==> src/rtl/anita3_trigger_arbiter.sv <==
// Trigger arbiter: latches enabled source edges, prescales RF, and grants one source at a time by fixed priority.
// Optional feature macro: TRIG_ARB_DROP_COUNT_EN builds the saturating lost-request counter on dropped_o.
module anita3_trigger_arbiter #(
  parameter int NUM_SRC        = 4,
  parameter int HOLDOFF_CYCLES = 16,
  parameter int PRESCALE_W     = 8
) (
  input  logic                  clk250_i,
  input  logic                  rst_n_i,
  input  logic [NUM_SRC-1:0]    req_i,
  input  logic [NUM_SRC-1:0]    src_en_i,
  input  logic [PRESCALE_W-1:0] rf_prescale_i,
  input  logic                  dead_i,
  output logic [NUM_SRC-1:0]    trig_o,
  output logic [NUM_SRC-1:0]    pending_o,
  output logic                  busy_o,
  output logic [15:0]           dropped_o
);

  typedef enum logic [1:0] {
    ST_IDLE,
    ST_ISSUE,
    ST_HOLDOFF
  } state_t;

  localparam logic [PRESCALE_W-1:0] PS_ONE    = PRESCALE_W'(1);
  localparam logic [7:0]            HOLD_LOAD = 8'(HOLDOFF_CYCLES - 1);

  state_t                  state_q;
  logic [NUM_SRC-1:0]      req_q;
  logic [NUM_SRC-1:0]      pending_q, pending_d;
  logic [NUM_SRC-1:0]      trig_q;
  logic                    busy_q;
  logic [7:0]              hcnt_q;
  logic [PRESCALE_W-1:0]   pscnt_q, pscnt_d;

  logic [NUM_SRC-1:0]      edge_w, set_w, gclr_w, avail_w, pick_oh;
  logic                    rf_pass, can_issue;

  assign edge_w  = req_i & ~req_q & src_en_i;
  assign rf_pass = edge_w[0] & (pscnt_q >= rf_prescale_i);

  always_comb begin
    set_w    = edge_w;
    set_w[0] = rf_pass;
    pscnt_d  = pscnt_q;
    if (edge_w[0]) pscnt_d = rf_pass ? '0 : pscnt_q + PS_ONE;
  end

  // trig_q is non-zero only in ISSUE, so it doubles as the grant-clear mask; a new set wins over it.
  assign gclr_w    = trig_q;
  assign pending_d = (pending_q & ~gclr_w & src_en_i) | set_w;
  assign avail_w   = pending_q & src_en_i;
  assign can_issue = (|avail_w) & ~dead_i;

  always_comb begin
    pick_oh = '0;
    for (int i = NUM_SRC - 1; i >= 0; i--) begin
      if (avail_w[i]) begin
        pick_oh    = '0;
        pick_oh[i] = 1'b1;
      end
    end
  end

  always_ff @(posedge clk250_i or negedge rst_n_i) begin
    if (!rst_n_i) begin
      req_q     <= '0;
      pending_q <= '0;
      pscnt_q   <= '0;
    end else begin
      req_q     <= req_i;
      pending_q <= pending_d;
      pscnt_q   <= pscnt_d;
    end
  end

  // The last holdoff cycle re-arbitrates so back-to-back grants are exactly HOLDOFF_CYCLES+1 apart.
  always_ff @(posedge clk250_i or negedge rst_n_i) begin
    if (!rst_n_i) begin
      state_q <= ST_IDLE;
      trig_q  <= '0;
      busy_q  <= 1'b0;
      hcnt_q  <= '0;
    end else begin
      trig_q <= '0;
      case (state_q)
        ST_IDLE: begin
          if (can_issue) begin
            trig_q  <= pick_oh;
            busy_q  <= 1'b1;
            state_q <= ST_ISSUE;
          end
        end
        ST_ISSUE: begin
          hcnt_q  <= HOLD_LOAD;
          state_q <= ST_HOLDOFF;
        end
        ST_HOLDOFF: begin
          if (hcnt_q == '0) begin
            if (can_issue) begin
              trig_q  <= pick_oh;
              state_q <= ST_ISSUE;
            end else begin
              busy_q  <= 1'b0;
              state_q <= ST_IDLE;
            end
          end else begin
            hcnt_q <= hcnt_q - 8'd1;
          end
        end
        default: begin
          busy_q  <= 1'b0;
          state_q <= ST_IDLE;
        end
      endcase
    end
  end

`ifdef TRIG_ARB_DROP_COUNT_EN
  logic [15:0] drop_q;
  logic        drop_any;

  assign drop_any = |(set_w & pending_q & ~gclr_w);

  always_ff @(posedge clk250_i or negedge rst_n_i) begin
    if (!rst_n_i) begin
      drop_q <= '0;
    end else if (drop_any && (drop_q != 16'hFFFF)) begin
      drop_q <= drop_q + 16'd1;
    end
  end

  assign dropped_o = drop_q;
`else
  assign dropped_o = 16'h0000;
`endif

  assign trig_o    = trig_q;
  assign pending_o = pending_q;
  assign busy_o    = busy_q;

endmodule
==> config.mk <==
export PLATFORM = sky130hd
export DESIGN_NAME = anita3_trigger_arbiter
export DESIGN_NICKNAME = d
export VERILOG_FILES = /design/src/rtl/anita3_trigger_arbiter.sv
export SDC_FILE = /design/constraint.sdc
export NUM_CORES = 1
export LEC_CHECK = 0
export ABC_AREA = 1
export CAP_MARGIN = 20
export CORE_ASPECT_RATIO = 0.75
export CORE_UTILIZATION = 49
export DETAILED_ROUTE_END_ITERATION = 10
export GPL_TIMING_DRIVEN = 0
export HOLD_SLACK_MARGIN = 0.1
export PLACE_DENSITY = 0.85
export SYNTH_ARGS = -nofsm -noshare
export SYNTH_HDL_FRONTEND = slang
export SYNTH_SLANG_ARGS = --single-unit
==> constraint.sdc <==
create_clock -name clk250_i -period 2.1 [get_ports clk250_i]
set_clock_uncertainty 0.2 [all_clocks]
set_input_delay 0.525 -clock clk250_i [delete_from_list [all_inputs] [get_ports clk250_i]]
set_output_delay 0.525 -clock clk250_i [all_outputs]
set_load 0.01 [all_outputs]
==> flow_metrics.py <==
metrics = {
    "placement": {
        "port_buffers": 27,
        "place_inst": 320,
        "dpl.hpwl_um": 2692,
        "gp_congestion": 0.7742,
    },
    "final_layout": {
        "final_net_count": 306,
        "num_antenna_cells": 0,
        "multiInputGateArea_um2": 865.8,
        "syn_to_final_growth_pct": 27.64,
        "fillCellCount": 292,
        "final_cells": 328,
        "regArea_um2": 775.7,
        "finish.utilization_pct": 68.41,
        "drive_gt1_share_pct": 16.55,
    },
    "worst_hold_path": {
        "hold_class": "input pin to async pin",
    },
    "drt": {
        "wl_per_cell_um": 10.77,
        "wl_um": 3531,
        "dr.pass1.iters": 4,
        "drt.antenna.violating_nets": 0,
        "num_vias": 1533,
        "vias_per_cell": 4.674,
        "first_iter_violations": 86,
        "remaining_drc_errors": 0,
    },
    "worst_setup_path": {
        "cp-start-kind": "input pin",
        "cp_common_cell": "nand2_1",
        "critPathRequiredTime_ns": 2.12,
        "worstSetupEndpointType": "register",
        "crit_chain": "clkdlybuf4s50_1, inv_1, ha_1, nand2_1, inv_1, nor2_2, o21a_2, nand2_1, nand2_1, inv_2, nor2_2",
        "slowest_delay_ns": 0.45,
        "critPathKind": "input pin to register",
        "cp_slowest_cell": "clkdlybuf4s50_1",
        "crit_path_max_fanout": 5,
        "cp.arrival_ns": 2.02,
    },
    "power": {
        "power.density_nw_per_um2": 968.4,
        "p_leak_nw": 1.248,
        "ir_drop_mv": 0.5813,
    },
    "timing": {
        "grt_setup_unrepaired": "false",
        "slew_headroom_pct": 54.72,
        "setup_violations": 0,
        "slew_violations": 0,
        "final.setup.tns_ns": 0,
        "finalCriticalPeriod_ns": 1.993,
        "tightest_slew_ns": 0.6791,
        "fmax_mhz": 501.7,
        "hold_violations": 0,
        "fin_crit_sh_pct": 94.92,
    },
    "synth": {
        "synth_top_area_share_pct": 42.01,
        "seq_area_frac_synth_pct": 42.01,
        "ys_top_cells_by_count": "nand2_1, inv_1, dfrtp_1",
        "synth_edf_count": 0,
        "synth_area_leaders": "dfrtp_1, nand2_1, inv_1",
        "syn_area_per_cell_um2": 8.100,
        "synth_top_area_cell": "dfrtp_1",
        "synth_ff_type": "dfrtp_1",
        "netlist_instances": 228,
        "synth-seq-cells": 31,
        "yosys_warnings": 0,
        "syn-cell-area_um2": 1847,
        "yosys.cell_count.top_type": "nand2_1",
        "ys_types": 26,
        "synthArstFlopShare_pct": 100.0,
    },
    "clock_network": {
        "numCtsBuffers": 5,
        "clkSlewWorstSetupHoldPaths_ns": 0.06,
        "hold_buffers": 0,
        "cts-root-buf": "clkbuf_8",
        "h-tree-depth": 2,
        "clk_path_buf_depth": 2,
        "tritoncts": "yes",
        "insertion_delay_ns": 0.29,
        "cts.sinks": 31,
    },
    "run_status": {
        "status": "finished, final reports clean",
    },
    "job": {
        "timing.max_cap.violations": 0,
    },
    "floorplanning": {
        "boundaryPins": 44,
        "start_util_pct": 53.59,
        "die_y_um": 55.17,
        "dieArea_um2": 4021,
        "rows": 18,
        "die_w_um": 72.89,
        "core_um2": 3446,
    },
    "global_route": {
        "grt_pass1_vias": 1368,
        "antenna_found_initial": 0,
        "grt_usage_pct": 20.02,
        "grt_pass1_wl_um": 5858,
        "overflow": 0,
        "grt_max_degree": 32,
    },
}
==> flip-flops by register name (all words and copies together) (netlist names) <==
name / count
hcnt_q: 8
pscnt_q: 8
pending_o: 4
req_q: 4
trig_o: 4
busy_o: 1
state_q: 2
==> where the power goes <==
| group | total [mW] | leakage, nW | switching, mW | internal [mW] |
|---|---|---|---|---|
| logic | 0.814 | 0.788 | 0.485 | 0.330 |
| clock network | 0.606 | 0.0612 | 0.222 | 0.383 |
| registers | 0.863 | 0.399 | 0.122 | 0.740 |
| total | 2.28 | 1.25 | 0.829 | 1.45 |
==> area by class of cell <==
cell class | instances | area share [%]
buffer | 16 | 5.096
clock buffer | 6 | 3.503
clock inverter | 2 | 1.486
inverter | 40 | 6.369
multi-input combinational | 156 | 36.73
sequential | 31 | 32.91
tap | 50 | 2.654
timing repair buffer | 27 | 11.25
==> path summary, 6_finish.rpt <==
kind,start,endpoint,slack (ns),depth (start not counted)
setup / recovery,rf_prescale_i[7],pscnt_q[2],0.11,11
hold / removal,rst_n_i,hcnt_q[2],0.07,1
setup reg to reg,hcnt_q[0],busy_o,0.36,9
hold reg to reg,state_q[0],state_q[0],0.28,1
max in group asynchronous,rst_n_i,pscnt_q[3],1.19,1
min in group clk250_i,state_q[0],state_q[0],0.28,1
==> routing by layer <==
| metal | global-route usage [%] | wire length [um] |
|---|---|---|
| met1 | 27.37 | 1760 |
| met2 | 30.69 | 1512 |
| met3 | 5.435 | 194 |
| met4 | 7.843 | 63 |
| met5 | 0 | 0 |
==> worst max-delay path: cells and delay by family <==
| kind | cells | cell delay, ns |
|---|---|---|
| fa+ha+maj | 1 | 0.29 |
| buf+inv | 4 | 0.60 |
| simple gates | 5 | 0.41 |
| compound gates | 1 | 0.19 |
==> layout by cell type (no fill, tap or decap), types with 2 or more instances in the layout <==
cell | Yosys | final
nor3_1 | 4 | 4
nor2_4 | 3 | 3
clkbuf_8 | 0 | 6
nand2_1 | 50 | 49
inv_2 | 3 | 4
nand4_1 | 6 | 6
nand2_2 | 3 | 4
ha_1 | 10 | 10
dfrtp_1 | 31 | 31
nand3_1 | 17 | 17
buf_4 | 16 | 16
a21oi_1 | 4 | 4
clkdlybuf4s50_1 | 0 | 26
inv_1 | 37 | 36
nand3_2 | 2 | 2
nor2_8 | 2 | 2
o21ai_0 | 7 | 7
nand3b_1 | 3 | 3
o21ai_1 | 6 | 6
conb_1 | 1 | 16
nor2_2 | 1 | 3
nor2_1 | 16 | 14
==> cells by family after synthesis <==
family,after synthesis,share of synthesized area (%)
AO/OA/AOI/OAI,19,5.420
XOR/XNOR,2,0.9487
adder cells (fa/ha/maj),10,6.775
buffers and inverters,56,14.63
flip-flops,31,42.01
other,1,0.2031
AND/OR/NAND/NOR,109,30.01
==> per-stage QoR <==
step           total power [mW]  instance area (um2)  hold slack, ns  setup WS (ns)
3_3_place_gp              1.633                 2236          0.2536        -0.2814
5_1_grt                   2.475                 2357          0.1316       0.004382
2_1_floorplan             1.449                 1903         0.02941         0.4184
6_report                  2.283                 2357         0.07464         0.1067
4_1_cts                   2.286                 2349          0.1016        0.05768
3_5_place_dp              1.672                 2231          0.2662        -0.2260
==> timing repair <==
item	4_1_cts	5_1_grt
buffers inserted	0	0
gates resized for setup	0	5
setup endpoints to repair	0	5
Note: power is estimated with default switching activity, not from simulation.
